`src/rtl/poly_mac_scheduler_pkg.sv`:
```
// Shared types and constants for the two-channel Horner polynomial evaluator.
// Q-format positions and the default Taylor coefficients live here.
package poly_pkg;

  typedef enum logic [1:0] {
    IDLE = 2'd0,
    CALC = 2'd1,
    HOLD = 2'd2
  } state_t;

  localparam int FRAC_X   = 14;
  localparam int FRAC_Y   = 25;
  localparam int PROD_LSB = 14;

  // Coefficients of exp(x) truncated after x^5, in Q7.25
  localparam logic [31:0] COEF_A0 = 32'h0200_0000;
  localparam logic [31:0] COEF_A1 = 32'h0200_0000;
  localparam logic [31:0] COEF_A2 = 32'h0100_0000;
  localparam logic [31:0] COEF_A3 = 32'h0055_5555;
  localparam logic [31:0] COEF_A4 = 32'h0015_5555;
  localparam logic [31:0] COEF_A5 = 32'h0004_4444;

endpackage

```
`src/rtl/poly_mac_scheduler_if.sv`:
```
// Bundle of the two request channels and the result channel.
// slave is the scheduler side, master is the requester/consumer side.
interface poly_mac_scheduler_if #(
  parameter int WIDTHIN  = 16,
  parameter int WIDTHOUT = 32
);
  logic                i_valid0;
  logic                o_ready0;
  logic [WIDTHIN-1:0]  i_x0;
  logic                i_valid1;
  logic                o_ready1;
  logic [WIDTHIN-1:0]  i_x1;
  logic                o_valid;
  logic                i_ready;
  logic [WIDTHOUT-1:0] o_y;
  logic                o_ch;

  modport slave (
    input  i_valid0, i_x0, i_valid1, i_x1, i_ready,
    output o_ready0, o_ready1, o_valid, o_y, o_ch
  );

  modport master (
    output i_valid0, i_x0, i_valid1, i_x1, i_ready,
    input  o_ready0, o_ready1, o_valid, o_y, o_ch
  );
endinterface

```
`src/rtl/poly_mac_scheduler_mac.sv`:
```
// Combinational multiply-add: y = ((a * b) >> 14) + c, unsigned, wrapping.
// The slice re-aligns the Q2.14 operand so the product stays in Q7.25.
module poly_mac
  import poly_pkg::*;
#(
  parameter int WIDTHIN  = 16,
  parameter int WIDTHOUT = 32
) (
  input  logic [WIDTHOUT-1:0] a,
  input  logic [WIDTHIN-1:0]  b,
  input  logic [WIDTHOUT-1:0] c,
  output logic [WIDTHOUT-1:0] y
);
  logic [WIDTHOUT+WIDTHIN-1:0] prod;

  assign prod = a * b;
  assign y    = prod[PROD_LSB +: WIDTHOUT] + c;
endmodule

```
`src/rtl/poly_mac_scheduler.sv`:
```
// Round-robin scheduler sharing one MAC between two Horner evaluations of a
// 5th-order polynomial; results carry the channel tag of their requester.
module poly_mac_scheduler
  import poly_pkg::*;
#(
  parameter int                WIDTHIN  = 16,
  parameter int                WIDTHOUT = 32,
  parameter logic [WIDTHOUT-1:0] A0 = COEF_A0,
  parameter logic [WIDTHOUT-1:0] A1 = COEF_A1,
  parameter logic [WIDTHOUT-1:0] A2 = COEF_A2,
  parameter logic [WIDTHOUT-1:0] A3 = COEF_A3,
  parameter logic [WIDTHOUT-1:0] A4 = COEF_A4,
  parameter logic [WIDTHOUT-1:0] A5 = COEF_A5
) (
  input  logic                 clk,
  input  logic                 reset,
  poly_mac_scheduler_if.slave  bus,
  output logic                 o_busy
);
  state_t              state, state_nx;
  logic [2:0]          step, step_nx;
  logic [WIDTHOUT-1:0] acc, acc_nx, y_r, y_nx;
  logic [WIDTHOUT-1:0] mac_a, mac_c, mac_y, coef;
  logic [WIDTHIN-1:0]  x_r, x_nx, mac_b, grant_x;
  logic                ch_r, ch_nx, last_grant, lg_nx;
  logic                valid_r, valid_nx, och_r, och_nx;
  logic                grant_ch, accept;

  // A tie goes to the channel that was not served last
  assign grant_ch     = (bus.i_valid0 && bus.i_valid1) ? ~last_grant : bus.i_valid1;
  assign grant_x      = grant_ch ? bus.i_x1 : bus.i_x0;
  assign bus.o_ready0 = (state == IDLE) && bus.i_valid0 && !grant_ch;
  assign bus.o_ready1 = (state == IDLE) && bus.i_valid1 && grant_ch;
  assign accept       = bus.o_ready0 || bus.o_ready1;

  assign bus.o_valid = valid_r;
  assign bus.o_y     = y_r;
  assign bus.o_ch    = och_r;
  assign o_busy      = (state != IDLE);

  always_comb begin
    coef = '0;
    case (step)
      3'd1:    coef = A3;
      3'd2:    coef = A2;
      3'd3:    coef = A1;
      3'd4:    coef = A0;
      default: coef = '0;
    endcase
  end

  poly_mac #(.WIDTHIN(WIDTHIN), .WIDTHOUT(WIDTHOUT)) u_mac (
    .a (mac_a),
    .b (mac_b),
    .c (mac_c),
    .y (mac_y)
  );

  always_comb begin
    // NOTE: every variable gets a default first so no path leaves it unassigned and infers a latch.
    state_nx = state;
    step_nx  = step;
    acc_nx   = acc;
    x_nx     = x_r;
    ch_nx    = ch_r;
    lg_nx    = last_grant;
    valid_nx = valid_r;
    y_nx     = y_r;
    och_nx   = och_r;
    mac_a    = acc;
    mac_b    = x_r;
    mac_c    = coef;

    unique case (state)
      IDLE: begin
        // The first Horner step runs on the incoming operand during the handshake
        mac_a = A5;
        mac_b = grant_x;
        mac_c = A4;
        if (accept) begin
          x_nx     = grant_x;
          ch_nx    = grant_ch;
          lg_nx    = grant_ch;
          acc_nx   = mac_y;
          step_nx  = 3'd1;
          state_nx = CALC;
        end
      end
      CALC: begin
        acc_nx  = mac_y;
        step_nx = step + 3'd1;
        if (step == 3'd4) begin
          y_nx     = mac_y;
          och_nx   = ch_r;
          valid_nx = 1'b1;
          step_nx  = 3'd0;
          state_nx = HOLD;
        end
      end
      HOLD: begin
        if (bus.i_ready) begin
          valid_nx = 1'b0;
          state_nx = IDLE;
        end
      end
      default: state_nx = IDLE;
    endcase
  end

  // NOTE: sequential state uses non-blocking assignments so all registers update from pre-edge values.
  always_ff @(posedge clk or posedge reset) begin
    if (reset) begin
      state      <= IDLE;
      step       <= '0;
      acc        <= '0;
      x_r        <= '0;
      ch_r       <= 1'b0;
      last_grant <= 1'b1;
      valid_r    <= 1'b0;
      y_r        <= '0;
      och_r      <= 1'b0;
    end else begin
      state      <= state_nx;
      step       <= step_nx;
      acc        <= acc_nx;
      x_r        <= x_nx;
      ch_r       <= ch_nx;
      last_grant <= lg_nx;
      valid_r    <= valid_nx;
      y_r        <= y_nx;
      och_r      <= och_nx;
    end
  end
endmodule

```
`src/flat_wrapper.sv`:
```
// flat-port wrapper written by rule: the top's interface ports become plain ports
module poly_mac_scheduler_flat import poly_pkg::*;
#(
  parameter int                WIDTHIN  = 16,
  parameter int                WIDTHOUT = 32,
  parameter logic [WIDTHOUT-1:0] A0 = COEF_A0,
  parameter logic [WIDTHOUT-1:0] A1 = COEF_A1,
  parameter logic [WIDTHOUT-1:0] A2 = COEF_A2,
  parameter logic [WIDTHOUT-1:0] A3 = COEF_A3,
  parameter logic [WIDTHOUT-1:0] A4 = COEF_A4,
  parameter logic [WIDTHOUT-1:0] A5 = COEF_A5
)
  (clk, reset, o_busy, bus_i_valid0, bus_i_x0, bus_i_valid1, bus_i_x1, bus_i_ready, bus_o_ready0, bus_o_ready1, bus_o_valid, bus_o_y, bus_o_ch);
  poly_mac_scheduler_if #(.WIDTHIN(WIDTHIN), .WIDTHOUT(WIDTHOUT)) bus_i ();
  input  logic clk;
  input  logic reset;
  output logic o_busy;
  input wire logic [$bits(bus_i.i_valid0)-1:0] bus_i_valid0;
  input wire logic [$bits(bus_i.i_x0)-1:0] bus_i_x0;
  input wire logic [$bits(bus_i.i_valid1)-1:0] bus_i_valid1;
  input wire logic [$bits(bus_i.i_x1)-1:0] bus_i_x1;
  input wire logic [$bits(bus_i.i_ready)-1:0] bus_i_ready;
  output wire logic [$bits(bus_i.o_ready0)-1:0] bus_o_ready0;
  output wire logic [$bits(bus_i.o_ready1)-1:0] bus_o_ready1;
  output wire logic [$bits(bus_i.o_valid)-1:0] bus_o_valid;
  output wire logic [$bits(bus_i.o_y)-1:0] bus_o_y;
  output wire logic [$bits(bus_i.o_ch)-1:0] bus_o_ch;
  assign bus_i.i_valid0 = bus_i_valid0;
  assign bus_i.i_x0 = bus_i_x0;
  assign bus_i.i_valid1 = bus_i_valid1;
  assign bus_i.i_x1 = bus_i_x1;
  assign bus_i.i_ready = bus_i_ready;
  assign bus_o_ready0 = bus_i.o_ready0;
  assign bus_o_ready1 = bus_i.o_ready1;
  assign bus_o_valid = bus_i.o_valid;
  assign bus_o_y = bus_i.o_y;
  assign bus_o_ch = bus_i.o_ch;
  poly_mac_scheduler #(.WIDTHIN(WIDTHIN), .WIDTHOUT(WIDTHOUT), .A0(A0), .A1(A1), .A2(A2), .A3(A3), .A4(A4), .A5(A5)) u_core (.clk(clk), .reset(reset), .bus(bus_i), .o_busy(o_busy));
endmodule
```
`config.mk`:
```
export PLATFORM = sky130hd
export DESIGN_NAME = poly_mac_scheduler_flat
export DESIGN_NICKNAME = d
export VERILOG_FILES = /design/src/rtl/poly_mac_scheduler_pkg.sv /design/src/rtl/poly_mac_scheduler_if.sv /design/src/rtl/poly_mac_scheduler_mac.sv /design/src/rtl/poly_mac_scheduler.sv /design/src/flat_wrapper.sv
export SDC_FILE = /design/constraint.sdc
export NUM_CORES = 1
export LEC_CHECK = 0
export BUFFER_PORTS_ARGS = -buffer_cell sky130_fd_sc_hd__buf_2
export CAP_MARGIN = 20
export CORE_ASPECT_RATIO = 1.25
export CORE_MARGIN = 2
export CORE_UTILIZATION = 25
export CTS_BUF_LIST = sky130_fd_sc_hd__clkbuf_2
export DETAILED_ROUTE_END_ITERATION = 8
export PLACE_DENSITY = 0.49
export RECOVER_POWER = 25
export SLEW_MARGIN = 5
export SYNTH_ARGS = -nofsm -noshare
export SYNTH_HDL_FRONTEND = slang
export SYNTH_SLANG_ARGS = --single-unit
```
`constraint.sdc`:
```
create_clock -name clk -period 19.4 [get_ports clk]
set_clock_uncertainty 0.2 [all_clocks]
set_input_delay 2.91 -clock clk [delete_from_list [all_inputs] [get_ports clk]]
set_output_delay 2.91 -clock clk [all_outputs]
set_load 0.03 [all_outputs]
```
==> flow_summary.ini, run 1 <==
[job]
max_cap_violations = 3

[finish]
fraction_of_final_layout_cells_sized_beyond_drive_strength_1 = 0.06751
num-fill-cells = 9199
syn_to_final_growth_pct = 7.649
multi_input_gate_area_in_the_final_layout_sq_mm = 0.01653
layout.core_utilization = 0.2707
layout.area.seq_sq_mm = 0.002228
finish.net_count = 3032
mostFrequentLayoutCells = sky130_fd_sc_hd__inv_1 (490), sky130_fd_sc_hd__nand2_1 (455), sky130_fd_sc_hd__fa_1 (416)
mostFrequentLayoutCell = sky130_fd_sc_hd__inv_1

[sta]
setup_total_negative_slack_ns = 0
max_slew_margin = -1.789
tightest_slew_ns = 4.184
min_period_over_period = 0.6846
setup_viol = 0
min_period_ns = 13.28
max_freq_ghz = 0.07530
final_hold_viol_count = 0
hold_ws_ns = 0.3232
timing_max_transition_violations_final = 121
rsz0062_at_grt = false

[clocking]
cts_setup_buffers = 0
hold_buffers = 0
cts-root-to-sink-buffers = 2
cts_tree = done
cts.sinks = 89
cts-htree-levels = 3
cts-resized-gates = 0
ctsRootBufferMaster = sky130_fd_sc_hd__clkbuf_2
worst_path_clk_slew_ns = 0.31
clock_latency_ns = 0.82
tritoncts.num_buffers = 9

[worst_setup_path]
crit_path_max_incr_delay_ns = 1.26
critical_path.max_fanout = 18
worst_path_most_repeated_cell = sky130_fd_sc_hd__fa_1
criticalPathCategory = primary input to flop
slowest_stage = sky130_fd_sc_hd__clkbuf_1
critical_path.endpoint_type = flop
startpoint_type = primary input
timing.critical_path.required_ns = 19.88
worst-path-buf-inv = 7
worst-endpoint-arrival_ns = 13.76
worst_path_dominant_cell_family = adder cells

[routing]
route.detailed.drc = 0
routed_wire_length_per_instance_um = 20.12
final_antenna_net_count = 0
route.final.wire_length_um = 71430
drt_first_pass_iters = 5
vias_per_cell = 4.743
drt_first_iter_violations = 1152
routed-via-count = 16840

[synthesis]
synth_top_family_by_area = adder cells
ys_async_sr_fraction = 1.000
synth_area_leaders = sky130_fd_sc_hd__fa_1 (39%), sky130_fd_sc_hd__dfrtp_1 (10%), sky130_fd_sc_hd__inv_1 (8.7%), sky130_fd_sc_hd__nand2_1 (8.1%), sky130_fd_sc_hd__ha_1 (7.4%)
synth_area_in_compound_gates = 0.09367
synth_fp_nets = 3050
netlist.top_cell.by_area = sky130_fd_sc_hd__fa_1
synth_simple_gate_area_frac = 0.1848
synth.ff_latch_count = 89
synth_area_sq_mm = 0.02112
syn-instance-count = 2472
synth_fa_ha_area_frac = 0.4684
sequential_cell_area_fraction_in_the_yosys_report = 0.1055
syn_avg_cell_area_sq_um = 8.543
netlist.area_leader.share = 0.3944
synth_xor_xnor_area_share = 0.02400
ys_types = 88
ys_dominant_reg_cell = sky130_fd_sc_hd__dfrtp_1
post_synth_edffs = 0
post_synthesis_mux_area_share = 0.01108
ys.warnings.count = 0

[global_routing]
antenna_found_initial = 2
global_route.overflow_total = 0
global_route.usage.total = 0.1685
grt_pass1_wl_um = 110300
grt_start_max_net_pins = 73
grt_pass1_vias = 17920

[floorplanning]
design.portCount = 74
placementRows = 119
initial_util = 0.2515
die-width_um = 264.0
die_area_sq_mm = 0.08683
chipHeight_um = 328.9
core-area_sq_mm = 0.08398

[place]
place.port_buffers = 73
gp_routability_congestion = 0.8780
post-dp-hpwl_um = 56930

[run_status]
violations = max-capacitance violations, max-slew violations
run_status = complete, but fails checks

[worst_hold_path]
worstHoldPathType = flop to flop
==> flip-flops by register name, indices dropped and copies added, names as in the netlist <==
signal / flops
u_core.x_r: 16
u_core.last_grant: 1
u_core.step: 3
u_core.bus.o_ch: 1
u_core.bus.o_valid: 1
u_core.state: 2
u_core.bus.o_y: 32
u_core.acc: 32
u_core.ch_r: 1
==> worst register-to-register path, delay by kind of cell, from the launching register on <==
kind                     cells  cell delay (ns)
AND/OR/NAND/NOR             10             2.99
flip-flops                   1             0.64
buffers and inverters        6             1.66
XOR/XNOR                     2             0.32
AO/OA/AOI/OAI                9             2.11
adder cells (fa/ha/maj)      8             3.82
==> cells by family (layout without fill, tap and decap cells) <==
| logic type | after synthesis | in the layout |
|---|---|---|
| AOI/OAI and AO/OA | 290 | 290 |
| xor gates and xnor gates | 57 | 57 |
| adders and majority gates | 541 | 541 |
| buffers and inverters | 629 | 616 |
| DFF | 89 | 89 |
| muxes | 23 | 23 |
| other | 0 | 2 |
| and+or+nand+nor | 843 | 843 |
==> layer usage <==
metal | track usage | vias up | wire [um]
li1 | - | 7579 | -
met1 | 0.2069 | 8733 | 28780
met2 | 0.3089 | 429 | 37370
met3 | 0.02041 | 98 | 3271
met4 | 0.04867 | 0 | 2007
met5 | 0 | - | 0
==> final cells by class <==
cell class              count  share of cell area
diodes                      2           0.0002202
clock buffers               9            0.001981
clock inverters             7            0.004403
inverters                 492             0.08140
multi-input cells        1754              0.7270
flip-flops and latches     89             0.09802
well taps                1089             0.05994
repair buffers            108             0.02702
==> per-stage QoR <==
step / worst slack [ns] / std cells / instance area (sq um)
2_1_floorplan: 7.503 / 2472 / 21120
3_3_place_gp: 6.452 / 3532 / 22610
5_1_grt: 5.532 / 3549 / 22730
3_5_place_dp: 6.410 / 3532 / 22610
4_1_cts: 7.308 / 3548 / 22750
6_report: 6.119 / 3550 / 22730
==> final timing paths <==
check,from,endpoint,slack (ns),cells after the start
worst max-delay path,bus_i_valid0,u_core.acc[28],6.12,37
worst min-delay path,u_core.bus.o_y[9],u_core.bus.o_y[9],0.32,2
worst max register to register,u_core.state[1],u_core.acc[28],7.56,35
worst min register to register,u_core.bus.o_y[9],u_core.bus.o_y[9],0.32,2
min in group asynchronous,reset,u_core.acc[29],2.07,2
max in group asynchronous,reset,u_core.acc[11],12.40,3
==> synthesized netlist by cell type (all sizes together) (23+ instances only) <==
library cell	n
dfrtp	88
inv	492
and3	137
a21oi	67
nand2	457
and2	33
xnor2	37
nor2	110
o21ai	97
ha	125
fa	416
clkbuf	124
mux2i	23
Power of run 1 is not shown: default switching activity piles up to over one toggle a cycle in this logic, so the estimate is an artifact.
==> run 2: changes to the inputs <==
==> constraint.sdc (replaced) <==
create_clock -name clk -period 13.65 [get_ports clk]
set_clock_uncertainty 0.2 [all_clocks]
set_input_delay 2.0475 -clock clk [delete_from_list [all_inputs] [get_ports clk]]
set_output_delay 2.0475 -clock clk [all_outputs]
set_load 0.03 [all_outputs]
==> run 2 against run 1 <==
The run still ends with max-capacitance violations, max-slew violations left. First-iteration DRC count fell by 9.6%. Register-to-register slack got worse by 5.7 ns. Core utilization barely moved. Final cell count barely moved. Die area did not move. Wire length barely moved. Via count rose by 0.21%. Hold slack got worse by 0.0073 ns. Clock-buffer cell count did not move. Final area rose by 0.14%. Setup slack got worse by 4.3 ns. Critical endpoint is now u_core.bus.o_y[28].
==> flow_summary.ini, run 2 (synthesis gave the netlist of run 1 again) <==
[clocking]
cts-htree-levels = 3
worst_path_clk_slew_ns = 0.32
cts_tree = done
cts_setup_buffers = 0
cts-root-to-sink-buffers = 2
tritoncts.num_buffers = 9
ctsRootBufferMaster = sky130_fd_sc_hd__clkbuf_2
cts.sinks = 89
clock_latency_ns = 0.82
hold_buffers = 0
cts-resized-gates = 0

[place]
pre_cts_slack_ns = 1.270
post-dp-hpwl_um = 57370
gp_routability_congestion = 0.8682
place.port_buffers = 73

[floorplanning]
chipHeight_um = 328.9
die-width_um = 264.0
die_area_sq_mm = 0.08683
core-area_sq_mm = 0.08398
placementRows = 119
initial_util = 0.2515
design.portCount = 74

[finish]
mostFrequentLayoutCell = sky130_fd_sc_hd__inv_1
finish.net_count = 3034
syn_to_final_growth_pct = 7.803
layout.core_utilization = 0.2711
fraction_of_final_layout_cells_sized_beyond_drive_strength_1 = 0.06908
num-fill-cells = 9290
mostFrequentLayoutCells = sky130_fd_sc_hd__inv_1 (490), sky130_fd_sc_hd__nand2_1 (455), sky130_fd_sc_hd__fa_1 (416)

[worst_setup_path]
critical_path.max_fanout = 50
r2r-start = u_core.state[1]
setup.reg_to_reg.worst_slack_ns = 1.84
crit_path_max_incr_delay_ns = 0.84
worst-endpoint-arrival_ns = 12.25
critical_path.endpoint_type = flop
critPathLaunch = u_core.state[1]
timing.critical_path.required_ns = 14.09
crit_path_end = u_core.bus.o_y[28]
worst_path_most_repeated_cell = sky130_fd_sc_hd__fa_1
startpoint_type = flop
criticalPathCategory = flop to flop
r2r_cells = 35
rr_endpoint = u_core.bus.o_y[28]
slowest_stage = sky130_fd_sc_hd__and2_0

[worst_hold_path]
worstHoldPathType = flop to flop
hp-start = u_core.bus.o_y[20]

[global_routing]
grt_pass1_wl_um = 109000
grt_pass1_vias = 17850
antenna_found_initial = 3
global_route.overflow_total = 0
global_route.usage.total = 0.1680
grt_start_max_net_pins = 70

[sta]
setup_slack_ns = 1.841
final_hold_viol_count = 0
setup_viol = 0
min_period_over_period = 0.8651
rsz0062_at_grt = false
max_freq_ghz = 0.08468
min_period_ns = 11.81
setup_total_negative_slack_ns = 0
hold_ws_ns = 0.3159
tightest_slew_ns = 4.295
timing_max_transition_violations_final = 168
max_slew_margin = -1.863

[routing]
route.detailed.drc = 0
vias_per_cell = 4.751
routed_wire_length_per_instance_um = 20.09
final_antenna_net_count = 0
routed-via-count = 16870
route.final.wire_length_um = 71370
drt_first_pass_iters = 5
drt_first_iter_violations = 1041

[run_status]
run_status = complete, but fails checks
violations = max-capacitance violations, max-slew violations

[job]
max_cap_violations = 3
-- run 2: routing by layer --
metal / global-route usage / share of wire
met4: 0.07349 / 0.044
met5: 0 / 0
met1: 0.2058 / 0.41
met2: 0.2967 / 0.51
met3: 0.02063 / 0.044
-- run 2: per-stage QoR --
| stage | cell area [sq um] | instances |
|---|---|---|
| floorplan | 21120 | 2472 |
| global placement | 22610 | 3533 |
| detailed placement | 22630 | 3534 |
| CTS | 22780 | 3550 |
| global route | 22760 | 3551 |
| finish | 22770 | 3552 |
-- run 2: critical path, delay by kind of cell, from the launching register on --
family,cells,cell delay (ns)
fa+ha+maj,8,3.77
simple gates,10,2.92
compound gates,9,2.10
buf+inv,6,1.74
flops,1,0.59
xor+xnor,2,0.34
-- run 2: worst min-delay path by stage --
| stage | cells after the start | slack [ns] | endpoint |
|---|---|---|---|
| after CTS | 2 | 0.32 | u_core.bus.o_ch |
| after detailed placement | 2 | 0.26 | u_core.bus.o_ch |
| after floorplan | 2 | 0.24 | u_core.bus.o_ch |
| after global routing | 1 | 0.34 | u_core.ch_r |
| final | 2 | 0.32 | u_core.bus.o_y[20] |
| after global placement | 2 | 0.26 | u_core.bus.o_y[12] |
-- run 2: area by class of cell --
class                   count  area, sq um  area share
inverters                 492         1851     0.08129
clock buffers               9        45.04    0.001979
clock inverters             7        107.6    0.004727
well taps                1089         1363     0.05985
diodes                      2        5.005   0.0002198
repair buffers            110        630.6     0.02770
flip-flops and latches     89         2228     0.09788
multi-input cells        1754        16540      0.7264
Power of run 2 is left out for the same reason.
